File: src/rtl/fp_op_scheduler_pkg.sv
// Shared definitions for the FP operation scheduler:
// op encodings, FSM state type and the abort data value.
package fp_op_scheduler_pkg;

  localparam logic [1:0] OP_ADD = 2'b00;
  localparam logic [1:0] OP_SUB = 2'b01;
  localparam logic [1:0] OP_MUL = 2'b10;
  localparam logic [1:0] OP_DIV = 2'b11;

  typedef enum logic [1:0] {
    ST_IDLE  = 2'b00,
    ST_ISSUE = 2'b01,
    ST_WAIT  = 2'b10
  } state_e;

  localparam logic [31:0] NAN_DEFAULT = 32'h7FC0_0000;

endpackage

File: src/rtl/fp_op_scheduler_arb.sv
// Two-way round-robin arbiter; on a tie the channel
// not granted last wins, channel 0 first after reset.
module rr_arbiter2 (
  input  logic       clk,
  input  logic       rst,
  input  logic [1:0] req,
  output logic [1:0] grant
);

  logic last;

  // Tie goes to the channel that did not win last time
  always_comb begin
    grant = req;
    if (req == 2'b11) begin
      grant = last ? 2'b01 : 2'b10;
    end
  end

  // Remember the winner of every granted request
  always_ff @(posedge clk) begin
    if (rst) begin
      last <= 1'b1;
    end else if (|grant) begin
      last <= grant[1];
    end
  end

endmodule

File: src/rtl/fp_op_scheduler.sv
// Two-channel front end that shares one FP unit,
// with per-channel response buffers and a done timeout.
module fp_op_scheduler
  import fp_op_scheduler_pkg::*;
#(
  parameter int          TIMEOUT   = 64,
  parameter logic [31:0] NAN_VALUE = NAN_DEFAULT
) (
  input  logic        clk,
  input  logic        rst,
  input  logic        req0_valid,
  output logic        req0_ready,
  input  logic [1:0]  req0_op,
  input  logic [31:0] req0_a,
  input  logic [31:0] req0_b,
  input  logic        req1_valid,
  output logic        req1_ready,
  input  logic [1:0]  req1_op,
  input  logic [31:0] req1_a,
  input  logic [31:0] req1_b,
  output logic        rsp0_valid,
  input  logic        rsp0_ready,
  output logic [31:0] rsp0_data,
  output logic        rsp0_err,
  output logic        rsp1_valid,
  input  logic        rsp1_ready,
  output logic [31:0] rsp1_data,
  output logic        rsp1_err,
  output logic        fpu_start,
  output logic [1:0]  fpu_op,
  output logic [31:0] fpu_a,
  output logic [31:0] fpu_b,
  input  logic        fpu_done,
  input  logic [31:0] fpu_result,
  output logic        busy
);

  localparam int CW = $clog2(TIMEOUT) + 1;

  state_e        state;
  state_e        state_nx;
  logic [CW-1:0] cnt;
  logic          chan;
  logic [1:0]    req;
  logic [1:0]    grant;
  logic          accept;
  logic          expire;
  logic          finish;
  logic [31:0]   res_data;

  assign req[0] = (state == ST_IDLE)
                & req0_valid & ~rsp0_valid;
  assign req[1] = (state == ST_IDLE)
                & req1_valid & ~rsp1_valid;

  rr_arbiter2 u_arb (
    .clk   (clk),
    .rst   (rst),
    .req   (req),
    .grant (grant)
  );

  assign req0_ready = grant[0];
  assign req1_ready = grant[1];
  assign accept     = |grant;

  assign expire = (state == ST_WAIT)
                & (cnt == CW'(TIMEOUT - 1));
  assign finish = (state == ST_WAIT)
                & (fpu_done | expire);
  assign res_data = fpu_done ? fpu_result
                             : NAN_VALUE;

  assign fpu_start = (state == ST_ISSUE);
  assign busy      = (state != ST_IDLE);

  // FSM state register
  always_ff @(posedge clk) begin
    if (rst) begin
      state <= ST_IDLE;
    end else begin
      state <= state_nx;
    end
  end

  // FSM next-state logic
  always_comb begin
    state_nx = state;
    unique case (state)
      ST_IDLE:  if (accept) state_nx = ST_ISSUE;
      ST_ISSUE: state_nx = ST_WAIT;
      ST_WAIT:  if (fpu_done || expire)
                  state_nx = ST_IDLE;
      default:  state_nx = ST_IDLE;
    endcase
  end

  // WAIT cycle counter, zero on entry to WAIT
  always_ff @(posedge clk) begin
    if (rst) begin
      cnt <= '0;
    end else if (state == ST_WAIT) begin
      cnt <= cnt + 1'b1;
    end else begin
      cnt <= '0;
    end
  end

  // Latch the granted operation and its owner
  always_ff @(posedge clk) begin
    if (rst) begin
      chan   <= 1'b0;
      fpu_op <= 2'b00;
      fpu_a  <= '0;
      fpu_b  <= '0;
    end else if (accept) begin
      chan   <= grant[1];
      fpu_op <= grant[1] ? req1_op : req0_op;
      fpu_a  <= grant[1] ? req1_a  : req0_a;
      fpu_b  <= grant[1] ? req1_b  : req0_b;
    end
  end

  // Per-channel response buffers
  always_ff @(posedge clk) begin
    if (rst) begin
      rsp0_valid <= 1'b0;
      rsp0_data  <= '0;
      rsp0_err   <= 1'b0;
      rsp1_valid <= 1'b0;
      rsp1_data  <= '0;
      rsp1_err   <= 1'b0;
    end else begin
      if (rsp0_valid && rsp0_ready) begin
        rsp0_valid <= 1'b0;
      end
      if (rsp1_valid && rsp1_ready) begin
        rsp1_valid <= 1'b0;
      end
      if (finish && !chan) begin
        rsp0_valid <= 1'b1;
        rsp0_data  <= res_data;
        rsp0_err   <= ~fpu_done;
      end
      if (finish && chan) begin
        rsp1_valid <= 1'b1;
        rsp1_data  <= res_data;
        rsp1_err   <= ~fpu_done;
      end
    end
  end

endmodule

File: config.mk
export PLATFORM = sky130hd
export DESIGN_NAME = fp_op_scheduler
export DESIGN_NICKNAME = d
export VERILOG_FILES = /design/src/rtl/fp_op_scheduler_pkg.sv /design/src/rtl/fp_op_scheduler_arb.sv /design/src/rtl/fp_op_scheduler.sv
export SDC_FILE = /design/constraint.sdc
export NUM_CORES = 1
export LEC_CHECK = 0
export ABC_AREA = 0
export CORE_AREA = 10 10 145 147
export CTS_BUF_LIST = sky130_fd_sc_hd__clkbuf_8
export CTS_CLUSTER_DIAMETER = 40
export DETAILED_ROUTE_END_ITERATION = 6
export DIE_AREA = 0 0 155 157
export PLACE_DENSITY = 0.78
export SYNTH_ARGS = -nofsm -noshare
export SYNTH_HDL_FRONTEND = slang
export SYNTH_HIERARCHICAL = 1
export SYNTH_SLANG_ARGS = --single-unit
File: constraint.sdc
create_clock -name clk -period 2.2 [get_ports clk]
set_input_delay 0.55 -clock clk [delete_from_list [all_inputs] [get_ports clk]]
set_output_delay 0.55 -clock clk [all_outputs]
set_load 0.02 [all_outputs]
==> impl_metrics.ini, run 1 <==
[status]
run_status = completed

[cts]
postCtsHoldBufs = 0
htreeDepth = 4
clkSinkCount = 145
clock_path_buffers = 2
clock_latency_ns = 0.45
path_clk_slew_ns = 0.08
tritoncts = built
cts-root-buf = clkbuf_8
cts_setup_buffers = 0
numCtsBuffers = 17

[timing]
setup_viol = 0
final-hold-violation-count = 0
finalMaxSlewViolations = 0
hold-worst-slack_ns = 0.4680
slew_headroom_pct = 54.32
fin_crit_sh_pct = 99.26
clock_skew_ns = 0.01632
timing.fmax_ghz = 0.4579
setup_ws_ns = 0.01624
tightest_slew_ns = 0.6836
rsz0062_at_grt = true
min_period_ns = 2.184

[grt]
grt_use_total_pct = 19.25
grt_max_degree = 90
globalRouteOverflowTotal = 0
grt_pass1_vias = 6401
antenna_found_initial = 2
grt_pass1_wl_um = 37650

[placement]
port_buffers = 308
dp_cells = 1249
pre_cts_slack_ns = -0.3530
gp_congestion = 0.8278
dp_hpwl_um = 17850

[yosys]
synthCells = 755
syn-cell-area_sq_mm = 0.006959
ys.warnings.count = 6
synth_area_per_cell_sq_um = 9.217
ys_seq_area_share_pct = 41.71
synth_fp_nets = 927
ys_types = 41
synth_seq_cells = 145

[power]
power.density_mw_per_mm2 = 760.8
peakVddDrop_mv = 0.3774
leakage_nw = 3.899

[die]
die-width_um = 155
initial_core_util_pct = 37.97
die_area_sq_mm = 0.02434
die_y_um = 157
boundaryPins = 309
core_sq_mm = 0.01833
num_rows = 50

[critical_path]
start_kind = register
slowest_stage = dfxtp_2
critPathMaxFanout = 4
critPathArrivalTime_ns = 1.63
required_ns = 1.65
crit_path_cell_trace = or2_4 -> nor3b_4 -> nand2_1 -> and2_4 -> buf_6
cpPeakStageDelay_ns = 0.33
critPathKind = register to output port
crit_path_end_kind = output port

[drt]
first_pass_iters = 4
wl_um = 24530
drc_errors = 0
wl_per_cell_um = 19.12
vias_per_cell = 5.065
ant_nets = 0
vias = 6498
drt_iter0_markers = 382

[run]
max_cap_viol_count = 0

[hold_path]
min_path_type = register to register

[final_layout]
layout.cells.non_filler = 1283
layout_commonest_cell = clkdlybuf4s50_1
nNetsFinal = 1206
syn2layout_area_growth_pct = 54.05
final_cell_mix = clkdlybuf4s50_1 (302), dfxtp_1 (144), nor2_1 (96)
drive_gt1_share_pct = 8.500
## registers in the layout, indices dropped and copies added, names as in the netlist
name,cells
cnt,7
state,2
rsp0_data,32
rsp1_valid,1
rsp1_data,32
u_arb/last,1
rsp0_err,1
rsp0_valid,1
rsp1_err,1
chan,1
fpu_op,2
fpu_b,32
fpu_a,32
## synthesized netlist by cell type
library cell / number / area (sq um)
a211oi_1: 18 / 135.1
a21boi_0: 1 / 7.510
a21o_1: 1 / 7.510
a21oi_1: 68 / 340.3
a22o_1: 1 / 8.760
a22oi_1: 27 / 202.7
a22oi_2: 19 / 237.7
and2_1: 2 / 12.51
and3_1: 1 / 6.260
and3b_1: 1 / 8.760
and4b_1: 1 / 10.01
buf_1: 2 / 7.510
buf_2: 25 / 125.1
buf_4: 3 / 22.52
buf_6: 3 / 33.78
clkbuf_1: 37 / 138.9
dfxtp_1: 145 / 2903
ha_1: 1 / 12.51
inv_1: 3 / 11.26
inv_2: 1 / 3.750
mux2_1: 66 / 743.2
mux2i_1: 66 / 660.6
nand2_1: 9 / 33.78
nand2b_1: 2 / 12.51
nand3_1: 3 / 15.01
nand3b_1: 3 / 22.52
nor2_1: 96 / 360.4
nor2b_1: 66 / 412.9
nor3_1: 20 / 100.1
nor3_2: 1 / 10.01
nor3b_1: 2 / 15.01
nor4b_1: 1 / 8.760
nor4bb_1: 1 / 10.01
o21a_1: 2 / 15.01
o21ai_0: 41 / 205.2
o21ai_1: 9 / 45.04
or2_1: 2 / 12.51
or3_1: 1 / 6.260
or3b_1: 1 / 8.760
xnor2_1: 1 / 8.760
xor2_1: 2 / 17.52
## per-stage QoR
step           instance area (sq um)  utilization [%]  power, mW   TNS, ns
2_1_floorplan                   7037                -      4.756  -0.03584
3_3_place_gp                   10280            56.10      5.913    -17.75
3_5_place_dp                   10280            56.10      5.967    -18.81
4_1_cts                        10710            58.41      8.256  -0.04164
5_1_grt                        10720            58.48      8.588    -1.471
6_report                       10720            58.48      8.156         0
## logic make-up after synthesis
| family | count (synthesis) | share of synthesized area (%) |
|---|---|---|
| AO/OA/AOI/OAI | 187 | 17.31 |
| XOR/XNOR | 3 | 0.3776 |
| adder cells (fa/ha/maj) | 1 | 0.1798 |
| buffers and inverters | 74 | 4.926 |
| flip-flops | 145 | 41.71 |
| multiplexers | 132 | 20.17 |
| AND/OR/NAND/NOR | 213 | 15.32 |
## worst max-delay path, delay by kind of cell, from the launching register on
family | cells | cell delay, ns
AND/OR/NAND/NOR | 4 | 0.73
flip-flops | 1 | 0.33
buffers and inverters | 1 | 0.12
## power breakdown
group	total, mW	internal, mW	switching (mW)	leakage (nW)
clock	2.27	1.17	1.10	0.217
combinational	2.82	1.47	1.35	2.50
sequential	3.06	2.91	0.151	1.18
## per-layer routing
layer | vias to the layer above | global-route usage, % | wire length (um)
li1 | 3206 | - | -
met1 | 3017 | 22.66 | 9842
met2 | 245 | 32.14 | 12260
met3 | 30 | 6.605 | 1924
met4 | 0 | 6.208 | 497
met5 | - | 0 | 0
## worst paths after layout
path	startpoint	end	slack [ns]	depth (start not counted)
min reg2reg	rsp1_err$_SDFFE_PP0P_	rsp1_err$_SDFFE_PP0P_	0.47	1
max reg2reg	state[0]$_SDFFE_PP0P_	fpu_a[20]$_SDFFE_PP0P_	0.05	8
max	state[0]$_SDFFE_PP0P_	req1_ready	0.02	5
min	rsp1_err$_SDFFE_PP0P_	rsp1_err$_SDFFE_PP0P_	0.47	1
## cell type report
cell class	count	area [sq um]
Sequential cell	145	2904
Multi-Input combinational cell	536	3776
Antenna cell	2	5.005
Timing Repair Buffer	330	3301
Clock buffer	18	247.7
Inverter	4	15.01
Tap cell	234	292.8
Clock inverter	14	178.9
Fill cell	1637	7610
## timing repair
| action | 4_1_cts | 5_1_grt |
|---|---|---|
| pin swaps | 1 | 0 |
| endpoints found under the setup margin | 3 | 44 |
| gates resized for setup | 12 | 2 |
(Power assumes the default switching activity.)
==> inputs of run 2 (changes only) <==
- ABC_AREA: 0 -> unset
==> results of run 2 <==
Final layout, timing and power as in run 1 (identical DEF).
